[config.mk]
export PLATFORM = sky130hd
export DESIGN_NAME = rh_temp_scaler_flat
export DESIGN_NICKNAME = d
export VERILOG_FILES = /design/src/rtl/rh_temp_scaler_if.sv /design/src/rtl/rh_temp_scaler.sv /design/src/flat_wrapper.sv
export SDC_FILE = /design/constraint.sdc
export NUM_CORES = 1
export LEC_CHECK = 0
export CORE_MARGIN = 10
export CORE_UTILIZATION = 60
export DETAILED_ROUTE_END_ITERATION = 8
export DONT_BUFFER_PORTS = 1
export PLACE_DENSITY = 0.76
export RECOVER_POWER = 100
export SYNTH_ARGS = -nofsm -noshare
export SYNTH_HDL_FRONTEND = slang
export SYNTH_SLANG_ARGS = --single-unit
[constraint.sdc]
create_clock -name CLOCK_50 -period 7.1 [get_ports CLOCK_50]
set_input_delay 0.71 -clock CLOCK_50 [delete_from_list [all_inputs] [get_ports CLOCK_50]]
set_output_delay 0.71 -clock CLOCK_50 [all_outputs]
set_load 0.1 [all_outputs]
[src/rtl/rh_temp_scaler_if.sv]
// rh_temp_scaler_if: sample/result bundle between RH_TEMP, the scaler and display/HPS logic
// master drives SAMPLE_VALID, TEMP_RAW, RH_RAW, CLEAR and observes the results.
// slave (the scaler) drives TEMP_OUT, RH_OUT, OUT_VALID, TEMP_MIN, TEMP_MAX, BUSY, OVERRUN.
interface rh_temp_scaler_if;
  logic        SAMPLE_VALID;
  logic [15:0] TEMP_RAW;
  logic [15:0] RH_RAW;
  logic        CLEAR;
  logic [15:0] TEMP_OUT;
  logic [15:0] RH_OUT;
  logic        OUT_VALID;
  logic [15:0] TEMP_MIN;
  logic [15:0] TEMP_MAX;
  logic        BUSY;
  logic        OVERRUN;
  modport master (
    output SAMPLE_VALID, TEMP_RAW, RH_RAW, CLEAR,
    input  TEMP_OUT, RH_OUT, OUT_VALID, TEMP_MIN, TEMP_MAX, BUSY, OVERRUN
  );
  modport slave (
    input  SAMPLE_VALID, TEMP_RAW, RH_RAW, CLEAR,
    output TEMP_OUT, RH_OUT, OUT_VALID, TEMP_MIN, TEMP_MAX, BUSY, OVERRUN
  );
endinterface

[src/rtl/rh_temp_scaler.sv]
// rh_temp_scaler: averages raw HDC1000 codes and scales them to fixed-point temperature/humidity
// CLOCK_50 : system clock, rising edge
// RESET_N  : asynchronous active-low reset
// bus      : slave side of rh_temp_scaler_if (raw samples in; scaled results, min/max, BUSY, OVERRUN out)
module rh_temp_scaler #(
  parameter int AVG_LOG2 = 2,
  parameter int SCALE    = 10
) (
  input logic            CLOCK_50,
  input logic            RESET_N,
  rh_temp_scaler_if.slave bus
);
  localparam int SW = 16 + AVG_LOG2;
  localparam int CW = AVG_LOG2 + 1;
  localparam logic [31:0] KT  = 32'(165 * SCALE);
  localparam logic [31:0] KRH = 32'(100 * SCALE);
  localparam logic [15:0] OFS = 16'(40 * SCALE);
  typedef enum logic [1:0] {COLLECT, MULT, LOAD} state_t;
  state_t state, state_nx;
  logic [SW-1:0] sum_t, sum_rh, sum_t_nx, sum_rh_nx;
  logic [CW-1:0] cnt;
  logic [3:0]    bit_cnt;
  logic [15:0]   avg_t, avg_rh, t_new;
  logic [31:0]   prod_t, prod_rh;
  logic          take, last, mm_armed;
  assign take      = bus.SAMPLE_VALID && state == COLLECT;
  assign last      = cnt == CW'((1 << AVG_LOG2) - 1);
  assign sum_t_nx  = sum_t + SW'(bus.TEMP_RAW);
  assign sum_rh_nx = sum_rh + SW'(bus.RH_RAW);
  assign t_new     = prod_t[31:16] - OFS;
  assign bus.BUSY  = state != COLLECT;
  always_comb begin
    state_nx = state;
    state_nx = state == COLLECT ? (take && last ? MULT : COLLECT) :
               state == MULT    ? (bit_cnt == 4'd15 ? LOAD : MULT) : COLLECT;
  end
  always_ff @(posedge CLOCK_50 or negedge RESET_N) begin
    if (!RESET_N) state <= COLLECT;
    else state <= state_nx;
  end
  always_ff @(posedge CLOCK_50 or negedge RESET_N) begin
    if (!RESET_N) begin
      sum_t        <= '0;
      sum_rh       <= '0;
      cnt          <= '0;
      bit_cnt      <= '0;
      avg_t        <= '0;
      avg_rh       <= '0;
      prod_t       <= '0;
      prod_rh      <= '0;
      mm_armed     <= 1'b0;
      bus.TEMP_OUT  <= '0;
      bus.RH_OUT    <= '0;
      bus.OUT_VALID <= 1'b0;
      bus.TEMP_MIN  <= 16'h7FFF;
      bus.TEMP_MAX  <= 16'h8000;
      bus.OVERRUN   <= 1'b0;
    end else begin
      bus.OUT_VALID <= 1'b0;
      // a dropped sample outranks a simultaneous CLEAR
      if (bus.SAMPLE_VALID && bus.BUSY) bus.OVERRUN <= 1'b1;
      else if (bus.CLEAR) bus.OVERRUN <= 1'b0;
      if (take && last) begin
        sum_t   <= '0;
        sum_rh  <= '0;
        cnt     <= '0;
        bit_cnt <= '0;
        prod_t  <= '0;
        prod_rh <= '0;
        avg_t   <= 16'(sum_t_nx >> AVG_LOG2);
        avg_rh  <= 16'(sum_rh_nx >> AVG_LOG2);
      end else if (take) begin
        sum_t  <= sum_t_nx;
        sum_rh <= sum_rh_nx;
        cnt    <= cnt + CW'(1);
      end
      // shift-add: averages are consumed LSB first, constant shifted by bit position
      if (state == MULT) begin
        prod_t  <= prod_t + (avg_t[0] ? KT << bit_cnt : 32'd0);
        prod_rh <= prod_rh + (avg_rh[0] ? KRH << bit_cnt : 32'd0);
        avg_t   <= avg_t >> 1;
        avg_rh  <= avg_rh >> 1;
        bit_cnt <= bit_cnt + 4'd1;
      end
      if (bus.CLEAR) begin
        mm_armed     <= 1'b0;
        bus.TEMP_MIN <= 16'h7FFF;
        bus.TEMP_MAX <= 16'h8000;
      end
      // a CLEAR coinciding with LOAD still lets this result seed min/max
      if (state == LOAD) begin
        bus.TEMP_OUT  <= t_new;
        bus.RH_OUT    <= prod_rh[31:16];
        bus.OUT_VALID <= 1'b1;
        mm_armed      <= 1'b1;
        if (!mm_armed || bus.CLEAR || $signed(t_new) < $signed(bus.TEMP_MIN)) bus.TEMP_MIN <= t_new;
        if (!mm_armed || bus.CLEAR || $signed(t_new) > $signed(bus.TEMP_MAX)) bus.TEMP_MAX <= t_new;
      end
    end
  end
endmodule

[src/flat_wrapper.sv]
// flat-port wrapper written by rule: the top's interface ports become plain ports
module rh_temp_scaler_flat 
#(
  parameter int AVG_LOG2 = 2,
  parameter int SCALE    = 10
)
  (CLOCK_50, RESET_N, bus_SAMPLE_VALID, bus_TEMP_RAW, bus_RH_RAW, bus_CLEAR, bus_TEMP_OUT, bus_RH_OUT, bus_OUT_VALID, bus_TEMP_MIN, bus_TEMP_MAX, bus_BUSY, bus_OVERRUN);
  rh_temp_scaler_if bus_i ();
  input logic CLOCK_50;
  input logic RESET_N;
  input wire logic [$bits(bus_i.SAMPLE_VALID)-1:0] bus_SAMPLE_VALID;
  input wire logic [$bits(bus_i.TEMP_RAW)-1:0] bus_TEMP_RAW;
  input wire logic [$bits(bus_i.RH_RAW)-1:0] bus_RH_RAW;
  input wire logic [$bits(bus_i.CLEAR)-1:0] bus_CLEAR;
  output wire logic [$bits(bus_i.TEMP_OUT)-1:0] bus_TEMP_OUT;
  output wire logic [$bits(bus_i.RH_OUT)-1:0] bus_RH_OUT;
  output wire logic [$bits(bus_i.OUT_VALID)-1:0] bus_OUT_VALID;
  output wire logic [$bits(bus_i.TEMP_MIN)-1:0] bus_TEMP_MIN;
  output wire logic [$bits(bus_i.TEMP_MAX)-1:0] bus_TEMP_MAX;
  output wire logic [$bits(bus_i.BUSY)-1:0] bus_BUSY;
  output wire logic [$bits(bus_i.OVERRUN)-1:0] bus_OVERRUN;
  assign bus_i.SAMPLE_VALID = bus_SAMPLE_VALID;
  assign bus_i.TEMP_RAW = bus_TEMP_RAW;
  assign bus_i.RH_RAW = bus_RH_RAW;
  assign bus_i.CLEAR = bus_CLEAR;
  assign bus_TEMP_OUT = bus_i.TEMP_OUT;
  assign bus_RH_OUT = bus_i.RH_OUT;
  assign bus_OUT_VALID = bus_i.OUT_VALID;
  assign bus_TEMP_MIN = bus_i.TEMP_MIN;
  assign bus_TEMP_MAX = bus_i.TEMP_MAX;
  assign bus_BUSY = bus_i.BUSY;
  assign bus_OVERRUN = bus_i.OVERRUN;
  rh_temp_scaler #(.AVG_LOG2(AVG_LOG2), .SCALE(SCALE)) u_core (.CLOCK_50(CLOCK_50), .RESET_N(RESET_N), .bus(bus_i));
endmodule
==> results of run 1 <==
## registers in the layout, summed over array words and instances (netlist names), 16 cells and up
signal               cells
u_core.bus.TEMP_MIN     16
u_core.avg_t            16
u_core.sum_rh           18
u_core.prod_t           31
u_core.avg_rh           16
u_core.bus.RH_OUT       16
u_core.bus.TEMP_MAX     16
u_core.bus.TEMP_OUT     16
u_core.sum_t            18
u_core.prod_rh          29
## area by class of cell
class                           count  area (um2)
Fill cell                        1836        7600
Multi-Input combinational cell   1127        7540
Inverter                           93         349
Sequential cell                   204        5120
Tap cell                          280         350
Clock inverter                     10         130
Clock buffer                       33         686
Timing Repair Buffer                8        42.5
## stage by stage
stage	cell area [um2]	power [mW]	hold slack, ps
after floorplan	13300	4.65	414
after global placement	13500	5.20	421
after detailed placement	13500	5.29	421
after CTS	14300	6.62	13.9
after global routing	14200	7.11	3.87
final	14200	6.60	21.3
## worst max-delay path, delay by kind of cell (launching register included)
family / cells / cell delay (ps)
simple gates: 4 / 4080
compound gates: 3 / 510
flops: 1 / 440
## layout by cell type (no fill, tap or decap), types with 5 or more instances in the layout
master,n
nor3_1,21
clkinv_2,5
a21oi_1,83
nor2b_1,13
a32o_1,6
o2bb2ai_1,9
xor2_1,36
clkbuf_16,25
nand2_1,189
a211oi_1,10
clkbuf_1,9
inv_1,91
o2111ai_1,5
a31o_2,5
a21o_1,29
dfrtp_1,188
nand3_1,57
a22oi_1,26
xnor2_1,34
nor2_1,101
o31ai_1,19
nand4_1,10
a21boi_0,7
o21bai_1,10
o211ai_1,7
a22o_1,23
or3_1,12
nand2b_1,14
o21a_1,20
o311ai_0,5
a2bb2o_1,6
mux2i_1,32
dfstp_1,16
o21ai_0,129
a31oi_1,8
and3_1,12
ha_1,121
## cell families after synthesis
| logic type | count (synthesis) | share of synthesized area [%] |
|---|---|---|
| AOI/OAI and AO/OA | 442 | 22.2 |
| buffers and inverters | 157 | 4.51 |
| and+or+nand+nor | 457 | 15.5 |
| adders and majority gates | 125 | 12.0 |
| muxes | 33 | 2.50 |
| xor gates and xnor gates | 70 | 4.62 |
| DFF | 204 | 38.6 |
## per-layer routing
metal	up-vias	track usage, %
met5	-	0
met2	315	35.8
met1	5195	27.6
li1	5279	-
met3	56	5.33
met4	0	5.87
## worst max path at each step
stage                            startpoint  slack (ps)  depth (start not counted)                 endpoint
after floorplan           u_core.bit_cnt[1]        3560                         14        u_core.prod_t[20]
after global placement    u_core.bit_cnt[2]        3100                         13       u_core.prod_rh[24]
after detailed placement  u_core.prod_t[22]        2990                         16   u_core.bus.TEMP_MAX[2]
after CTS                 u_core.bit_cnt[2]        2950                         13       u_core.prod_rh[30]
after global routing        u_core.state[0]        1320                          7  u_core.bus.TEMP_MIN[14]
final                       u_core.state[1]        1960                          7         u_core.avg_t[14]
## where the power goes
group          internal, mW  switching [mW]  leakage (nW)  total [mW]
logic                  1.15            1.73          3.99        2.89
registers              1.54           0.893          2.52        2.43
clock network         0.782           0.501         0.398        1.28
total                  3.48            3.13          6.91        6.60
==> impl_metrics.yaml, run 1 <==
run_status:
  status: "complete, but fails checks"
  violations: "capacitance limit, slew limit"
worst_setup_path:
  arrival_ps: 5570
  cp_slowest_cell: "nor2_1"
  critPathCaptureType: "register"
  cpPeakStageDelay_ps: 2430
  crit_path_frequent_cell: "nor2_1"
  crit_chain: "nor2_1, nand2_1, nor2_1, nor2_1, a22o_1, a21oi_1, o21ai_0"
  worstReg2RegEnd: "u_core.avg_t[14]"
  r2r_start: "u_core.state[1]"
  crit_type: "reg -> reg"
  ff2ff_path_depth: 7
  worstPathMaxFanout: 56
  start_kind: "register"
  reg2reg_slack_ps: 1960
  required_ps: 7530
finish:
  area_growth_pct: 7.19
  final_cells: 1755
  drive_gt1_share_pct: 4.00
  postLayoutCoreUtil_pct: 65.2
  finalNetCount: 1619
  antenna_cells: 0
die:
  io_pins: 103
  start_util_pct: 60.8
  dieArea_um2: 28500
  fp-row-count: 54
  die_x_um: 169
  die-height_um: 169
  core_area_um2: 21800
detailed_routing:
  drt_first_pass_iters: 5
  dr_total_vias: 10800
  top_layer: "met4"
  dr_wl_met3_um: 2360
  drc: 0
  drtAntennaViolNets: 0
  wl_met1_um: 13500
  first_iter_violations: 921
  wl_per_cell_um: 17.9
  dr_wl_met2_um: 14700
  viasPerCell: 6.18
  drt_wl_total_um: 31400
sta:
  setup_tns_ps: 0
  tightest_slew_ps: 4770
  fmax_ghz: 0.195
  setup_viol: 0
  slew_violations: 420
  slew_headroom_pct: -218
  min_period_over_period_pct: 72.4
  rsz0062_at_grt: "no"
  layout_min_cycle_time_ps: 5140
  fin_ws_ps: 1960
  hold_viol_final: 0
  skew_ps: 19.8
synthesis:
  synth_cells: 1488
  synth_flop_cell: "dfrtp_1"
  synth_seq_cells: 204
  synth_area_um2: 13300
  synth_area_leader_cell: "dfrtp_1"
  synth_edf_count: 0
  yosysTopAreaCellShare_pct: 35.5
  synthTopCellsByCount: "nand2_1 (189), dfrtp_1 (188), o21ai_0 (129)"
  synth.most_common_cell: "nand2_1"
  synth_cell_types: 73
  yosys_warnings: 0
  ys_seq_area_share_pct: 38.6
  postSynth.asyncResetShare_pct: 100
  synth_nets: 1649
  syn_area_per_cell_um2: 8.92
  synth.area.top_cells: "dfrtp_1 (35%), ha_1 (11%), nand2_1 (5.3%)"
clock_network:
  cts_hold_buf: 1
  clk_pin_slew_ps: 60
  ctsHtreeMaxLevel: 1
  clk_root_buffer_cell: "clkbuf_16"
  cts_resized: 0
  clkSinkCount: 204
  cts_tree: "yes"
  cts_buffers: 24
  clkLatencyLatePin_ps: 530
  clock_path_buffers: 3
  cts_setup_buffers: 0
place:
  hpwl_um: 21800
  dp_slack_ps: 2990
  place_inst: 1711
  gp_congestion: 0.930
  portBuffers: 0
grt:
  grt.overflow.total: 0
  grt.total_usage_pct: 21.6
  grt_pass1_vias: 10700
  grt_max_degree: 189
  grt_first_pass_wirelength_um: 53000
  antenna_found_initial: 0
power:
  p_per_area_nw_per_um2: 464
  ir_drop_v: 0.000269
  p_leak_nw: 6.91
worst_hold_path:
  hold_path.class: "in -> async"
flow_run:
  timing.max_cap.violations: 6
Note: power is estimated with default switching activity, not from simulation.
==> run 2, diff against run 1 <==
CORE_UTILIZATION = 59   (was 60)
PLACE_DENSITY = 0.78   (was 0.76)
clock period = 4.4 ns   (was 7.1 ns; I/O delays follow)
==> impl_metrics.yaml, run 2 (synthesized netlist as in run 1, its figures left out) <==
grt:
  grt_max_degree: 205
  antenna_found_initial: 0
  grt_first_pass_wirelength_um: 52400
  grt_pass1_vias: 10600
  grt.total_usage_pct: 21.5
  grt.overflow.total: 0
worst_setup_path:
  start_kind: "register"
  crit_chain: "inv_1, ha_1, nand2_1, nor2_1, o21a_1, ha_1, and2_0, a221oi_1, o31ai_1, o21bai_1, a21oi_1, o311a_1, or3_1, a32o_1"
  crit_type: "reg -> reg"
  startpoint: "u_core.bit_cnt[1]"
  path_delay_family: "compound AO/OA/AOI/OAI gates"
  required_ps: 4810
  critPathCaptureType: "register"
  worstReg2RegEnd: "u_core.prod_rh[24]"
  crit_buf_inv: 1
  ff2ff_path_depth: 14
  cpPeakStageDelay_ps: 510
  worstPathMaxFanout: 12
  r2r_start: "u_core.bit_cnt[1]"
  reg2reg_slack_ps: 430
  arrival_ps: 4380
  cp_slowest_cell: "dfrtp_1"
  crit_path_frequent_cell: "ha_1"
die:
  die_x_um: 170
  start_util_pct: 60.4
  die-height_um: 170
  dieArea_um2: 28900
  core_area_um2: 22000
  io_pins: 103
  fp-row-count: 54
finish:
  layout.cells.most_common_list: "dfrtp_1 (188), nand2_1 (187), o21ai_0 (129)"
  area_growth_pct: 7.28
  drive_gt1_share_pct: 4.36
  final_common_cell: "dfrtp_1"
  postLayoutCoreUtil_pct: 64.8
  largest_reg_flops: 31
  top_register: "u_core.prod_t"
  final_cells: 1771
  reg.largest.list: "u_core.prod_t x31, u_core.prod_rh x29"
  antenna_cells: 0
  finalNetCount: 1637
sta:
  setup_tns_ps: 0
  min_period_over_period_pct: 90.2
  rsz0062_at_grt: "no"
  hold_viol_final: 204
  slew_headroom_pct: -63.1
  fmax_ghz: 0.252
  layout_min_cycle_time_ps: 3970
  setup_viol: 0
  tightest_slew_ps: 2450
  slew_violations: 230
  timing.hold.ws_ps: -387
  skew_ps: 11.7
clock_network:
  clock_path_buffers: 3
  cts_setup_buffers: 0
  cts_tree: "yes"
  clkSinkCount: 204
  clkLatencyLatePin_ps: 520
  clk_root_buffer_cell: "clkbuf_16"
  ctsHtreeMaxLevel: 1
  cts_resized: 0
  cts_buffers: 23
  clk_pin_slew_ps: 70
place:
  portBuffers: 0
  place_inst: 1731
  gp_congestion: 0.947
  hpwl_um: 22300
detailed_routing:
  dr_total_vias: 10900
  viasPerCell: 6.16
  drtAntennaViolNets: 0
  first_iter_violations: 742
  drt_first_pass_iters: 4
  wl_per_cell_um: 17.8
  drt_wl_total_um: 31500
  drc: 0
flow_run:
  timing.max_cap.violations: 6
power:
  totalPowerFinal_mw: 10.5
  p_per_area_nw_per_um2: 738
  p_leak_nw: 6.91
  ir_drop_v: 0.000413
run_status:
  violations: "hold timing, capacitance limit, slew limit"
  status: "complete, but fails checks"
worst_hold_path:
  hold_path.class: "in -> async"
==> run 2: where the power goes <==
part / switching [mW] / internal, mW / total, mW
registers: 1.35 / 2.49 / 3.83
clock network: 0.774 / 1.10 / 1.88
logic: 2.91 / 1.89 / 4.80
total: 5.03 / 5.48 / 10.5
==> run 2: area by class of cell <==
cell class | instances | area [um2]
multi-input combinational | 1127 | 7550
inverter | 93 | 349
sequential | 204 | 5120
clock buffer | 33 | 663
fill | 1853 | 7720
tap | 280 | 350
clock inverter | 7 | 66.3
timing repair buffer | 27 | 134
==> run 2: metrics by stage <==
stage | setup slack [ps] | area, um2
final | 430 | 14200
after global routing | 131 | 14200
after CTS | 532 | 14300
after detailed placement | 563 | 13600
after global placement | 736 | 13600
after floorplan | 862 | 13300
==> run 2: per-layer routing <==
layer	GRT usage [%]	vias up	part of all wire (%)
li1	-	5310	-
met1	27.2	5250	44
met4	5.95	0	2.0
met5	0	-	0
met3	5.25	50	7.4
met2	35.9	297	46
==> run 2: worst max path at each step <==
| stage | end | slack, ps | cells past startpoint |
|---|---|---|---|
| after floorplan | u_core.prod_t[20] | 860 | 14 |
| after global routing | u_core.prod_rh[26] | 130 | 14 |
| after global placement | u_core.prod_t[20] | 740 | 13 |
| after CTS | u_core.prod_t[20] | 530 | 13 |
| final | u_core.prod_rh[24] | 430 | 14 |
| after detailed placement | u_core.bus.TEMP_MAX[3] | 560 | 16 |
